## src/rtl/out_buff_ctrl_pkg.sv

```systemverilog
// Shared types and helpers for the output buffer controller.
//   state_e : layer sequencer states
//   clogb2  : ceil(log2(value)), used to size bank addresses and counters
package out_buff_ctrl_pkg;

  typedef enum logic [1:0] {
    StIdle,
    StRun,
    StTail,
    StDone
  } state_e;

  function automatic int unsigned clogb2(input int unsigned value);
    int unsigned width;
    width = 0;
    while ((32'd1 << width) < value) width++;
    return width;
  endfunction

endpackage

```

## src/rtl/out_buff_port_arb.sv

```systemverilog
// Single-port bank arbiter between array writes and drain reads.
// Writes win by default; a read that keeps losing is forced through once it
// has been deferred MAX_DEFER consecutive times (MAX_DEFER must be >= 1).
// Ports:
//   clk, rst  : clock, synchronous active-high reset
//   clr       : clears the defer counter (new layer)
//   wr_req    : write request
//   rd_req    : read request
//   wr_gnt    : write granted
//   rd_gnt    : read granted
//   force_rd  : read wins this cycle because of the starvation guard
module out_buff_port_arb
  import out_buff_ctrl_pkg::*;
#(
  parameter int unsigned MAX_DEFER = 4
) (
  input  logic clk,
  input  logic rst,
  input  logic clr,
  input  logic wr_req,
  input  logic rd_req,
  output logic wr_gnt,
  output logic rd_gnt,
  output logic force_rd
);

  localparam int unsigned DeferW = clogb2(MAX_DEFER + 1);
  localparam logic [DeferW-1:0] DeferMax = DeferW'(MAX_DEFER);

  logic [DeferW-1:0] defer_q;

  always_comb begin
    force_rd = rd_req && (defer_q == DeferMax);
    wr_gnt   = wr_req && !force_rd;
    rd_gnt   = rd_req && (!wr_req || force_rd);
  end

  // Never exceeds DeferMax: at that value any pending read is granted.
  always_ff @(posedge clk) begin
    if (rst || clr) begin
      defer_q <= '0;
    end else if (rd_gnt) begin
      defer_q <= '0;
    end else if (rd_req) begin
      defer_q <= defer_q + DeferW'(1);
    end
  end

endmodule

```

## src/rtl/out_buff_ctrl.sv

```systemverilog
// Per-layer sequencer and port arbiter for the even/odd output buffer banks.
// Accepts array result beats, writes them into the banks, and streams them out
// to the drain consumer with valid/ready. Banks are single-port, so each cycle
// either a write or a read is issued (never both).
// Optional build macro OUT_BUFF_CTRL_PERF_CNT_EN adds saturating 32-bit
// perf counters (stall, deferred-read and full cycles).
// Ports:
//   clk, rst                 : clock, synchronous active-high reset
//   layer_start, layer_len   : start pulse and beat count (sampled when idle)
//   busy, layer_done         : layer in progress / completion pulse
//   arr_valid, arr_stall     : array beat handshake (ready = !arr_stall)
//   wEn_*_AH, wAddr_*        : bank write enables / addresses (per row)
//   rEn_*_AH, rAddr_*        : bank read enables / addresses (per row)
//   drain_valid, drain_ready : drain handshake on the bank outputs
//   perf_*_cycles            : perf counters (macro builds only)
module out_buff_ctrl
  import out_buff_ctrl_pkg::*;
#(
  parameter int unsigned NUM_PE_ROW = 4,
  parameter int unsigned NB_DATA    = 8192,
  parameter int unsigned ADDR_WIDTH = clogb2(NB_DATA),
  parameter int unsigned MAX_DEFER  = 4
) (
  input  logic                           clk,
  input  logic                           rst,
  input  logic                           layer_start,
  input  logic [ADDR_WIDTH:0]            layer_len,
  output logic                           busy,
  output logic                           layer_done,
  input  logic                           arr_valid,
  output logic                           arr_stall,
  output logic [NUM_PE_ROW-1:0]          wEn_even_AH,
  output logic [NUM_PE_ROW-1:0]          wEn_odd_AH,
  output logic [NUM_PE_ROW*ADDR_WIDTH-1:0] wAddr_even,
  output logic [NUM_PE_ROW*ADDR_WIDTH-1:0] wAddr_odd,
  output logic [NUM_PE_ROW-1:0]          rEn_even_AH,
  output logic [NUM_PE_ROW-1:0]          rEn_odd_AH,
  output logic [NUM_PE_ROW*ADDR_WIDTH-1:0] rAddr_even,
  output logic [NUM_PE_ROW*ADDR_WIDTH-1:0] rAddr_odd,
  output logic                           drain_valid,
  input  logic                           drain_ready
`ifdef OUT_BUFF_CTRL_PERF_CNT_EN
  ,
  output logic [31:0]                    perf_stall_cycles,
  output logic [31:0]                    perf_defer_cycles,
  output logic [31:0]                    perf_full_cycles
`endif
);

  localparam int unsigned PtrW = ADDR_WIDTH + 1;
  localparam logic [PtrW-1:0] FullOcc = PtrW'(NB_DATA);

  state_e          state_q;
  logic [PtrW-1:0] wr_ptr_q, rd_ptr_q;
  logic [PtrW-1:0] wr_cnt_q, rd_cnt_q;
  logic [PtrW-1:0] len_q;
  logic            drain_valid_q, busy_q, layer_done_q;

  logic [PtrW-1:0] occupancy;
  logic            full, empty, run, active, start_ok;
  logic            wr_req, rd_req, wr_gnt, rd_gnt, force_rd;

  // Occupancy uses registered pointers, so a beat written this cycle is only
  // readable from the next cycle on.
  always_comb begin
    occupancy = wr_ptr_q - rd_ptr_q;
    full      = (occupancy == FullOcc);
    empty     = (occupancy == '0);
    run       = (state_q == StRun);
    active    = run || (state_q == StTail);
    start_ok  = (state_q == StIdle) && layer_start;
    wr_req    = run && arr_valid && !full;
    // Only read when the output slot is free or being emptied this cycle.
    rd_req    = active && !empty && (!drain_valid_q || drain_ready);
  end

  out_buff_port_arb #(
    .MAX_DEFER (MAX_DEFER)
  ) u_port_arb (
    .clk      (clk),
    .rst      (rst),
    .clr      (start_ok),
    .wr_req   (wr_req),
    .rd_req   (rd_req),
    .wr_gnt   (wr_gnt),
    .rd_gnt   (rd_gnt),
    .force_rd (force_rd)
  );

  always_comb begin
    arr_stall   = run && (full || force_rd);
    wEn_even_AH = {NUM_PE_ROW{wr_gnt}};
    wEn_odd_AH  = {NUM_PE_ROW{wr_gnt}};
    rEn_even_AH = {NUM_PE_ROW{rd_gnt}};
    rEn_odd_AH  = {NUM_PE_ROW{rd_gnt}};
    wAddr_even  = {NUM_PE_ROW{wr_ptr_q[ADDR_WIDTH-1:0]}};
    wAddr_odd   = {NUM_PE_ROW{wr_ptr_q[ADDR_WIDTH-1:0]}};
    rAddr_even  = {NUM_PE_ROW{rd_ptr_q[ADDR_WIDTH-1:0]}};
    rAddr_odd   = {NUM_PE_ROW{rd_ptr_q[ADDR_WIDTH-1:0]}};
    drain_valid = drain_valid_q;
    busy        = busy_q;
    layer_done  = layer_done_q;
  end

  // Sequencer, pointers and registered status outputs. layer_done is raised
  // on the exit edge of StDone, the same edge that drops busy.
  always_ff @(posedge clk) begin
    if (rst) begin
      state_q       <= StIdle;
      wr_ptr_q      <= '0;
      rd_ptr_q      <= '0;
      wr_cnt_q      <= '0;
      rd_cnt_q      <= '0;
      len_q         <= '0;
      drain_valid_q <= 1'b0;
      busy_q        <= 1'b0;
      layer_done_q  <= 1'b0;
    end else begin
      layer_done_q <= 1'b0;
      if (wr_gnt) begin
        wr_ptr_q <= wr_ptr_q + PtrW'(1);
        wr_cnt_q <= wr_cnt_q + PtrW'(1);
      end
      if (rd_gnt) begin
        rd_ptr_q <= rd_ptr_q + PtrW'(1);
        rd_cnt_q <= rd_cnt_q + PtrW'(1);
      end
      // One-cycle read latency; bank outputs hold until the beat is taken.
      if (rd_gnt) begin
        drain_valid_q <= 1'b1;
      end else if (drain_ready) begin
        drain_valid_q <= 1'b0;
      end

      unique case (state_q)
        StIdle: begin
          if (layer_start) begin
            // The previous layer left the banks empty, so restart at 0.
            len_q    <= layer_len;
            wr_ptr_q <= '0;
            rd_ptr_q <= '0;
            wr_cnt_q <= '0;
            rd_cnt_q <= '0;
            busy_q   <= 1'b1;
            state_q  <= (layer_len == '0) ? StDone : StRun;
          end
        end
        StRun: begin
          if (wr_gnt && (wr_cnt_q + PtrW'(1) == len_q)) begin
            state_q <= StTail;
          end
        end
        StTail: begin
          if ((rd_cnt_q == len_q) && drain_valid_q && drain_ready) begin
            state_q <= StDone;
          end
        end
        StDone: begin
          state_q      <= StIdle;
          busy_q       <= 1'b0;
          layer_done_q <= 1'b1;
        end
        default: state_q <= StIdle;
      endcase
    end
  end

`ifdef OUT_BUFF_CTRL_PERF_CNT_EN
  logic read_deferred;
  always_comb read_deferred = rd_req && !rd_gnt;

  always_ff @(posedge clk) begin
    if (rst || start_ok) begin
      perf_stall_cycles <= '0;
      perf_defer_cycles <= '0;
      perf_full_cycles  <= '0;
    end else begin
      if (arr_stall && (perf_stall_cycles != '1)) begin
        perf_stall_cycles <= perf_stall_cycles + 32'd1;
      end
      if (read_deferred && (perf_defer_cycles != '1)) begin
        perf_defer_cycles <= perf_defer_cycles + 32'd1;
      end
      if (active && full && (perf_full_cycles != '1)) begin
        perf_full_cycles <= perf_full_cycles + 32'd1;
      end
    end
  end
`endif

endmodule

```

## config.mk

```make
export PLATFORM = sky130hd
export DESIGN_NAME = out_buff_ctrl
export DESIGN_NICKNAME = d
export VERILOG_FILES = /design/src/rtl/out_buff_ctrl_pkg.sv /design/src/rtl/out_buff_port_arb.sv /design/src/rtl/out_buff_ctrl.sv
export SDC_FILE = /design/constraint.sdc
export NUM_CORES = 1
export LEC_CHECK = 0
export CORE_ASPECT_RATIO = 0.7
export CORE_MARGIN = 3
export CORE_UTILIZATION = 49
export CTS_CLUSTER_SIZE = 10
export DETAILED_ROUTE_END_ITERATION = 8
export PLACE_DENSITY = 0.87
export SLEW_MARGIN = 20
export SYNTH_ARGS = -nofsm -noshare
export SYNTH_HDL_FRONTEND = slang
export SYNTH_SLANG_ARGS = --single-unit
```

## constraint.sdc

```tcl
create_clock -name clk -period 11.4 [get_ports clk]
set_input_delay 2.28 -clock clk [delete_from_list [all_inputs] [get_ports clk]]
set_output_delay 2.28 -clock clk [all_outputs]
set_load 0.01 [all_outputs]
```

==> impl_metrics.env, run 1 <==
export IMPL_start_util_pct=50.5
export IMPL_end_kind="primary output"
export IMPL_wl_per_cell_um=15.3
export IMPL_io_buffers=246
export IMPL_core_mm2=0.0132
export IMPL_cts_max_level=3
export IMPL_fin_crit_ns=7.32
export IMPL_setup_ws_ns=4.08
export IMPL_synth_ff_type="dfxtp_1"
export IMPL_gp_congestion=0.918
export IMPL_vias_per_cell=5.34
export IMPL_synthArstFlopShare_pct=0
export IMPL_crit_family="buffers and inverters"
export IMPL_synth_top_family_by_area="buffers and inverters"
export IMPL_cellLeakagePower_nw=2.85
export IMPL_slew_headroom_pct=32.4
export IMPL_critPathSlowestCell="o21ai_2"
export IMPL_layout_common_cells="clkdlybuf4s50_1 (246), nand2_1 (80), dfxtp_1 (78), a21oi_1 (63), nor2_1 (51)"
export IMPL_fp_row_count=35
export IMPL_rsz0062_at_grt="no"
export IMPL_worst_setup_path_type="primary input to primary output"
export IMPL_post_place_ws_ns=4.18
export IMPL_worstPathMaxFanout=27
export IMPL_clock_path_buffers=2
export IMPL_cts_hold_fix_buffers=0
export IMPL_ant_nets=0
export IMPL_synth_xor_area_share_pct=7.74
export IMPL_cts_setup_buffers=0
export IMPL_path_clk_slew_ns=0.06
export IMPL_synth_area_top_cells="buf_4 (25%), dfxtp_1 (23%), a21oi_1 (4.7%), nand2_1 (4.5%), xnor2_1 (4.3%)"
export IMPL_final_nets=917
export IMPL_routed_wl_mm=16.3
export IMPL_cts_root_buf="clkbuf_16"
export IMPL_cp_buffers_inverters=3
export IMPL_synth_compound_area_share_pct=14.6
export IMPL_grt_usage_pct=20.3
export IMPL_finalPower_mw=1.18
export IMPL_grt_ovfl_total=0
export IMPL_grt_first_pass_wirelength_mm=25.9
export IMPL_fmax_mhz=137
export IMPL_critPathLaunchType="primary input"
export IMPL_arrival_ns=5.04
export IMPL_yosys_area_share_simple_pct=20.3
export IMPL_yosys_warnings=0
export IMPL_dp_hpwl_mm=12.6
export IMPL_synth_top_area_share_pct=25.4
export IMPL_postLayoutCoreUtil_pct=59.7
export IMPL_worst_slew_pin_slew_ns=1.01
export IMPL_crit_chain="clkdlybuf4s50_1 -> nand2_1 -> a21oi_1 -> a31oi_1 -> o21ai_2 -> inv_2 -> clkdlybuf4s50_1"
export IMPL_ys_seq_area_share_pct=23.4
export IMPL_cts_tree="built"
export IMPL_fin_setup_tns_ns=0
export IMPL_path_common_cell="clkdlybuf4s50_1"
export IMPL_cts_buffers=9
export IMPL_multi_input_area_mm2=0.00322
export IMPL_post_cts_resized=0
export IMPL_synth_avg_cell_area_um2=7.73
export IMPL_crit_path_max_incr_delay_ns=0.81
export IMPL_synth_cell_types=66
export IMPL_irDropWorstVdd_v=0.000163
export IMPL_cts_sinks=78
export IMPL_antenna_found_initial=0
export IMPL_maxCapViolations=0
export IMPL_seqCellArea_mm2=0.00156
export IMPL_synthCells=864
export IMPL_skew_ns=0.00879
export IMPL_fin_crit_sh_pct=64.2
export IMPL_drc=0
export IMPL_die_area_mm2=0.0151
export IMPL_slew_viol_final=0
export IMPL_critPathRequiredTime_ns=9.12
export IMPL_die_y_um=104
export IMPL_finalHoldViolCount=0
export IMPL_muxShareOfSynthArea_pct=1.29
export IMPL_num_fill_cells=1182
export IMPL_ys_ff_latch=78
export IMPL_ios=247
export IMPL_status="completed"
export IMPL_drt_iter0_drc=534
export IMPL_hp_class="register to register"
export IMPL_yosys_area_top_type="buf_4"
export IMPL_r2r_slack_ns=6.95
export IMPL_grt_max_degree=29
export IMPL_final_common_cell="clkdlybuf4s50_1"
export IMPL_synth_edff_count=0
export IMPL_grt_pass1_vias=5036
export IMPL_n_antenna_cell=0
export IMPL_clk_latency_ns=0.35
export IMPL_synth_fp_nets=906
export IMPL_p_per_area_mw_per_mm2=150
export IMPL_finalSetupViolations=0
export IMPL_yosys_area_share_adder_pct=4.31
export IMPL_drt_pass1_iter_count=5
export IMPL_hold_ws_ns=0.494
export IMPL_die_w_um=146
export IMPL_synthToLayoutAreaGrowth_pct=18.2
export IMPL_via_count=5691
export IMPL_synth_area_mm2=0.00668
export IMPL_drive_above_1_share_pct=4.32
-- metal layers --
layer	vias to the layer above	GRT usage (%)	wire [um]
li1	2790	-	-
met1	2667	26.2	7060
met2	217	34.3	7790
met3	17	5.51	1260
met4	0	3.79	162
met5	-	0	0
-- worst register-to-register path: stages (launching register included) --
cell,delay [ns]
dfxtp_1,0.56
inv_1,0.15
ha_1,0.37
inv_1,0.10
and3_1,0.17
or4_4,0.54
a211oi_2,0.21
o2111ai_1,0.19
nor4_4,0.38
a31oi_1,0.23
o21ai_2,0.81
inv_2,0.31
xnor2_1,0.23
nor2_1,0.06
-- final timing paths --
path / cells after the start / start / end
max: 7 / arr_valid / rEn_even_AH[2]
min reg2reg: 2 / wr_cnt_q[13] / wr_cnt_q[13]
max reg2reg: 13 / rd_ptr_q[5] / rd_cnt_q[0]
min: 2 / wr_cnt_q[13] / wr_cnt_q[13]
-- through the flow --
stage,cells,area (um^2)
2_1_floorplan,864,6680
3_3_place_gp,1049,7600
3_5_place_dp,1049,7600
4_1_cts,1065,7900
5_1_grt,1065,7900
6_report,1065,7900
-- cell type report --
class | instances | area share, %
flip-flops and latches | 78 | 19.8
well taps | 185 | 2.93
inverters | 27 | 1.28
repair buffers | 249 | 31.5
multi-input cells | 510 | 40.8
clock inverters | 5 | 0.523
clock buffers | 11 | 3.20
-- power by group --
part	switching, mW	internal (mW)	leakage (nW)
clock network	0.120	0.161	0.138
registers	0.0278	0.291	0.631
logic	0.324	0.258	2.08
total	0.472	0.710	2.85
-- logic make-up after synthesis --
logic type	Yosys count
compound gates	154
xor+xnor	59
fa+ha+maj	23
buf+inv	276
flops	78
mux	8
simple gates	266
-- synthesized netlist by cell type (all sizes together) (2+ instances only) --
master	instances
xnor2	33
a31oi	4
nor2	51
o21ai	34
o31ai	9
o41ai	3
nand2	80
o221ai	2
inv	27
nand3	24
a31o	5
o21a	2
and4	2
a2111oi	3
o21bai	2
nand4	18
ha	23
nand2b	7
or3	19
a21oi	63
a41o	2
o211ai	7
a211oi	4
or4	14
dfxtp	78
o2111ai	4
clkbuf	18
nor3	10
buf	231
nor4bb	2
nor2b	5
mux2i	6
mux2	2
nor4	9
xor2	26
and3	13
and2	6
-- registers in the layout, indices dropped and copies added, names as in the netlist, 2 cells and up --
| name | count |
|---|---|
| u_port_arb.defer_q | 3 |
| wr_ptr_q | 14 |
| len_q | 14 |
| wr_cnt_q | 14 |
| rd_cnt_q | 14 |
| state_q | 2 |
| rd_ptr_q | 14 |
No activity file was read; power rests on OpenSTA's default activity.
==> inputs of run 2 (changes only) <==
--- a/config.mk
+++ b/config.mk
@@ -7,10 +7,10 @@
 export LEC_CHECK = 0
 export CORE_ASPECT_RATIO = 0.7
 export CORE_MARGIN = 3
-export CORE_UTILIZATION = 49
+export CORE_UTILIZATION = 41
 export CTS_CLUSTER_SIZE = 10
 export DETAILED_ROUTE_END_ITERATION = 8
-export PLACE_DENSITY = 0.87
+export PLACE_DENSITY = 0.78
 export SLEW_MARGIN = 20
 export SYNTH_ARGS = -nofsm -noshare
 export SYNTH_HDL_FRONTEND = slang
==> constraint.sdc (replaced) <==
create_clock -name clk -period 6 [get_ports clk]
set_input_delay 1.2 -clock clk [delete_from_list [all_inputs] [get_ports clk]]
set_output_delay 1.2 -clock clk [all_outputs]
set_load 0.01 [all_outputs]
==> run 2 against run 1 <==
Compared with the run above: non-clock buffer count rose by 2; critical path type is now register to primary output; setup slack got worse by 3.6 ns; total power rose by 92%; count of clock-buffer cells in the layout fell by 1.
==> impl_metrics.env, run 2 (same netlist as run 1, synthesis figures left out) <==
export IMPL_status="completed"
export IMPL_cts_buffers=9
export IMPL_ios=247
export IMPL_gp_congestion=0.898
export IMPL_switching_power_mw=0.891
export IMPL_core_mm2=0.0157
export IMPL_drt_pass1_iter_count=6
export IMPL_vias_per_cell=5.20
export IMPL_critPathRequiredTime_ns=4.80
export IMPL_cp_buffers_inverters=2
export IMPL_critPathSlowestCell="clkdlybuf4s50_1"
export IMPL_wl_per_cell_um=15.4
export IMPL_irDropWorstVdd_v=0.000269
export IMPL_cts_root_buf="clkbuf_16"
export IMPL_cts_hold_fix_buffers=0
export IMPL_clock_path_buffers=2
export IMPL_die_w_um=159
export IMPL_synthToLayoutAreaGrowth_pct=19.1
export IMPL_grt_first_pass_wirelength_mm=26.2
export IMPL_cts_setup_buffers=0
export IMPL_rsz0062_at_grt="no"
export IMPL_p_per_area_mw_per_mm2=285
export IMPL_final_common_cell="clkdlybuf4s50_1"
export IMPL_drc=0
export IMPL_cellLeakagePower_nw=2.85
export IMPL_layout_cell_area_non_filler_mm2=0.00795
export IMPL_fin_crit_ns=5.54
export IMPL_via_count=5726
export IMPL_grt_ovfl_total=0
export IMPL_worstPathMaxFanout=12
export IMPL_start_util_pct=42.4
export IMPL_n_antenna_cell=0
export IMPL_p_int_mw=1.37
export IMPL_grt_max_degree=35
export IMPL_drive_above_1_share_pct=4.43
export IMPL_grt_pass1_vias=5013
export IMPL_final_nets=919
export IMPL_end_kind="primary output"
export IMPL_die_area_mm2=0.0179
export IMPL_startpoint="rd_ptr_q[3]"
export IMPL_ant_nets=0
export IMPL_fin_setup_tns_ns=0
export IMPL_dp_hpwl_mm=12.9
export IMPL_path_clk_slew_ns=0.06
export IMPL_crit_path_max_incr_delay_ns=0.56
export IMPL_r2r_slack_ns=1.80
export IMPL_worst_slew_pin_slew_ns=0.819
export IMPL_slew_viol_final=0
export IMPL_p_seq_share_pct=26.6
export IMPL_hp_class="register to register"
export IMPL_fin_crit_sh_pct=92.3
export IMPL_critPathLaunchType="register"
export IMPL_cts_max_level=3
export IMPL_finalSetupViolations=0
export IMPL_worst_setup_path_type="register to primary output"
export IMPL_grt_usage_pct=17.9
export IMPL_io_buffers=246
export IMPL_cts_tree="built"
export IMPL_fmax_mhz=181
export IMPL_antenna_found_initial=0
export IMPL_path_common_cell="nand2_1"
export IMPL_place_area_mm2=0.00766
export IMPL_slew_headroom_pct=45.2
export IMPL_crit_chain="inv_1 -> ha_1 -> a21o_1 -> nand2_1 -> nand3_1 -> or3_1 -> mux2_2 -> nor4_1 -> nand2_1 -> mux2i_1 -> and2_1 -> clkdlybuf4s50_1"
export IMPL_fp_row_count=38
export IMPL_rr_startpoint="rd_ptr_q[3]"
export IMPL_maxCapViolations=0
export IMPL_routed_wl_mm=16.9
export IMPL_die_y_um=113
export IMPL_min_from="wr_cnt_q[1]"
export IMPL_post_cts_resized=0
export IMPL_crit_family="simple AND/OR/NAND/NOR gates"
export IMPL_cts_sinks=78
export IMPL_p_sw_share_pct=39.4
export IMPL_p_clk_share_pct=23.9
export IMPL_skew_ns=0.00849
export IMPL_arrival_ns=4.34
export IMPL_finalHoldViolCount=0
export IMPL_layout_common_cells="clkdlybuf4s50_1 (246), nand2_1 (80), dfxtp_1 (78), a21oi_1 (63), nor2_1 (50)"
export IMPL_clk_latency_ns=0.35
export IMPL_drt_iter0_drc=422
export IMPL_pwr_share_comb_pct=49.5
## run 2: cell count changes in the layout (fill, tap and decap cells not counted)
| cell | delta |
|---|---|
| clkbuf_8 | -2 |
| clkinv_4 | -1 |
| nor2_2 | +1 |
| buf_4 | +2 |
| clkinvlp_4 | +1 |
| bufinv_16 | +1 |
| clkbuf_1 | +1 |
| nor2_1 | -1 |
| inv_6 | -1 |
## run 2: stage by stage
stage	power, mW	instances	worst slack, ns	util [%]	hold slack (ns)
after floorplan	1.47	864	1.40	-	0.461
after global placement	1.70	1086	0.980	48.7	0.474
after detailed placement	1.72	1086	0.819	48.7	0.481
after CTS	2.27	1101	0.425	50.5	0.497
after global routing	2.40	1101	0.0584	50.5	0.519
final	2.26	1101	0.462	50.5	0.500
## run 2: routing by layer
layer	vias to the layer above	share of wire [%]	GRT usage (%)
met2	258	46	29.1
met5	-	0	0
li1	2790	-	-
met3	18	7.9	3.98
met4	0	0.98	3.32
met1	2660	45	24.6
## run 2: cell type report
class                   count  area, um^2
clock buffers              10         229
multi-input cells         510        3230
inverters                  27         101
repair buffers            251        2500
flip-flops and latches     78        1560
clock inverters             5        61.3
well taps                 220         275
fillers                  1481        7780
## run 2: worst paths after layout
kind	end	cells after the start
min reg2reg	wr_cnt_q[1]	2
min	wr_cnt_q[1]	2
max reg2reg	wr_cnt_q[13]	14
max	arr_stall	12
## run 2: worst min-delay path, stage by stage, from the launching register on
cell and delay, ns:
dfxtp_1 0.33, nand2_1 0.06, a21oi_1 0.06
## run 2: power groups by stage
stage                     sequential [mW]  combinational, mW  clock, mW
after floorplan                     0.601              0.864          0
after global placement              0.612               1.09          0
after detailed placement            0.613               1.10          0
after CTS                           0.602               1.11      0.551
after global routing                0.608               1.22      0.572
final                               0.601               1.12      0.542
==> inputs of run 3 (changes only) <==
--- a/config.mk
+++ b/config.mk
@@ -7,10 +7,11 @@
 export LEC_CHECK = 0
 export CORE_ASPECT_RATIO = 0.7
 export CORE_MARGIN = 3
-export CORE_UTILIZATION = 41
+export CORE_UTILIZATION = 35
 export CTS_CLUSTER_SIZE = 10
 export DETAILED_ROUTE_END_ITERATION = 8
-export PLACE_DENSITY = 0.78
+export GPL_TIMING_DRIVEN = 0
+export PLACE_DENSITY = 0.68
 export SLEW_MARGIN = 20
 export SYNTH_ARGS = -nofsm -noshare
 export SYNTH_HDL_FRONTEND = slang
==> run 3 against run 2 <==
Compared with the run above: utilization is 3.1 points higher; non-clock buffer count rose by 245; sequential share of layout area decreased by 3.6 points; critical path type unchanged.
==> impl_metrics.env, run 3 (same netlist as run 1, synthesis figures left out) <==
export IMPL_start_util_pct=36.4
export IMPL_io_buffers=246
export IMPL_path_clk_slew_ns=0.06
export IMPL_grt_max_degree=16
export IMPL_drc=0
export IMPL_cts_max_level=3
export IMPL_end_kind="primary output"
export IMPL_slew_viol_final=0
export IMPL_fin_setup_tns_ns=0
export IMPL_n_antenna_cell=0
export IMPL_grt_usage_pct=18.1
export IMPL_p_per_area_mw_per_mm2=265
export IMPL_min_path_cells=2
export IMPL_vias_per_cell=4.73
export IMPL_finalHoldViolCount=0
export IMPL_min_to="wr_cnt_q[1]"
export IMPL_routed_wl_mm=19.8
export IMPL_cts_tree="built"
export IMPL_worst_slew_pin_slew_ns=0.728
export IMPL_grt_first_pass_wirelength_mm=30.2
export IMPL_cts_sinks=78
export IMPL_synthToLayoutAreaGrowth_pct=47.5
export IMPL_clock_path_buffers=2
export IMPL_crit_chain="inv_1 -> ha_1 -> a21o_1 -> nand2_1 -> nand3_1 -> or3_1 -> mux2_2 -> nor4_4 -> a21oi_1 -> nor2_2 -> clkbuf_4 -> clkbuf_4 -> clkinvlp_4 -> buf_4 -> clkdlybuf4s50_1"
export IMPL_critPathLaunchType="register"
export IMPL_layout_common_cells="clkdlybuf4s50_1 (246), buf_4 (227), nand2_1 (80), dfxtp_1 (64), a21oi_1 (63)"
export IMPL_slew_headroom_pct=51.5
export IMPL_drive_above_1_share_pct=25.6
export IMPL_r2r_slack_ns=1.99
export IMPL_hold_ws_ns=0.491
export IMPL_maxCapViolations=0
export IMPL_status="completed"
export IMPL_wl_per_cell_um=14.5
export IMPL_multi_input_area_mm2=0.00328
export IMPL_cp_buffers_inverters=6
export IMPL_cts_buffers=9
export IMPL_ios=247
export IMPL_grt_ovfl_total=0
export IMPL_seqCellArea_mm2=0.00158
export IMPL_rsz0062_at_grt="no"
export IMPL_fin_crit_ns=5.76
export IMPL_crit_path_max_incr_delay_ns=0.47
export IMPL_worst_setup_path_type="register to primary output"
export IMPL_crit_family="buffers and inverters"
export IMPL_fp_row_count=41
export IMPL_arrival_ns=4.56
export IMPL_r2r_end="rd_ptr_q[5]"
export IMPL_fmax_mhz=174
export IMPL_finalSetupViolations=0
export IMPL_gp_congestion=0.924
export IMPL_antenna_found_initial=0
export IMPL_cellLeakagePower_nw=4.14
export IMPL_final_nets=1164
export IMPL_drt_pass1_iter_count=5
export IMPL_grt_pass1_vias=5582
export IMPL_irDropWorstVdd_v=0.000288
export IMPL_critPathSlowestCell="clkdlybuf4s50_1"
export IMPL_cts_root_buf="clkbuf_16"
export IMPL_min_from="wr_cnt_q[1]"
export IMPL_drt_iter0_drc=356
export IMPL_critPathRequiredTime_ns=4.80
export IMPL_ant_nets=0
export IMPL_die_area_mm2=0.0208
export IMPL_worstPathMaxFanout=12
export IMPL_num_fill_cells=1735
export IMPL_die_w_um=171
export IMPL_via_count=6451
export IMPL_path_common_cell="clkbuf_4"
export IMPL_clk_latency_ns=0.35
export IMPL_final_common_cell="clkdlybuf4s50_1"
export IMPL_die_y_um=122
export IMPL_worst_r2r_path_depth=12
export IMPL_skew_ns=0.00637
export IMPL_hp_class="register to register"
export IMPL_dp_hpwl_mm=15.7
export IMPL_core_mm2=0.0184
export IMPL_fin_crit_sh_pct=96.0
export IMPL_rr_startpoint="rd_ptr_q[3]"
export IMPL_cts_hold_fix_buffers=0
-- run 3: metal layers --
metal,up-vias,routed length (um),track usage (%)
met5,-,0,0
met4,0,241,3.87
met3,20,1780,4.02
met2,255,8670,28.4
met1,2888,9120,25.5
li1,3288,-,-
-- run 3: how the worst max path moves through the flow --
stage	from	to	slack, ns	depth (start not counted)
2_1_floorplan	rd_ptr_q[5]	wEn_even_AH[0]	1.40	14
3_3_place_gp	rd_ptr_q[1]	wEn_odd_AH[1]	0.25	15
3_5_place_dp	rd_ptr_q[3]	wEn_odd_AH[2]	0.16	15
4_1_cts	rd_ptr_q[3]	rEn_odd_AH[2]	0.03	14
5_1_grt	rd_ptr_q[3]	rEn_odd_AH[3]	0.001	14
6_report	rd_ptr_q[3]	wEn_odd_AH[2]	0.24	15
-- run 3: through the flow --
stage | cells | util [%] | total power [mW] | cell area, um^2 | worst slack, ns
2_1_floorplan | 864 | - | 1.47 | 6680 | 1.40
5_1_grt | 1363 | 53.7 | 2.76 | 9850 | 0.00116
6_report | 1363 | 53.7 | 2.61 | 9850 | 0.237
4_1_cts | 1362 | 53.3 | 2.56 | 9780 | 0.0272
3_3_place_gp | 1346 | 51.4 | 1.93 | 9440 | 0.254
3_5_place_dp | 1346 | 51.4 | 1.94 | 9440 | 0.165
-- run 3: timing repair --
item                       CTS  global route
resized for setup            9            18
buffers inserted             0             1
pin swaps                    0             1
gates cloned                 0             0
setup endpoints to repair   16            16
-- run 3: worst reg2reg max path: stages, from the launching register on --
cell	delay, ns
dfxtp_2	0.45
inv_1	0.16
ha_1	0.38
a21o_1	0.27
a21oi_1	0.24
a21boi_0	0.16
nor4_2	0.40
o2111ai_1	0.20
nor4_4	0.40
nand4_1	0.25
a2111oi_2	0.61
a211oi_1	0.16
a31o_2	0.24
-- run 3: layout make-up --
cell class              count  share of cell area [%]
inverters                  27                    1.07
flip-flops and latches     78                    16.0
plain buffers             249                    18.3
multi-input cells         510                    33.3
clock inverters             6                   0.863
repair buffers            247                    25.1
clock buffers              10                    2.43
well taps                 236                    3.00
-- run 3: report_power, final --
| group | total [mW] | internal [mW] | switching [mW] | leakage [nW] |
|---|---|---|---|---|
| logic | 1.41 | 0.695 | 0.712 | 3.35 |
| clock network | 0.600 | 0.374 | 0.226 | 0.154 |
| registers | 0.603 | 0.552 | 0.0505 | 0.639 |
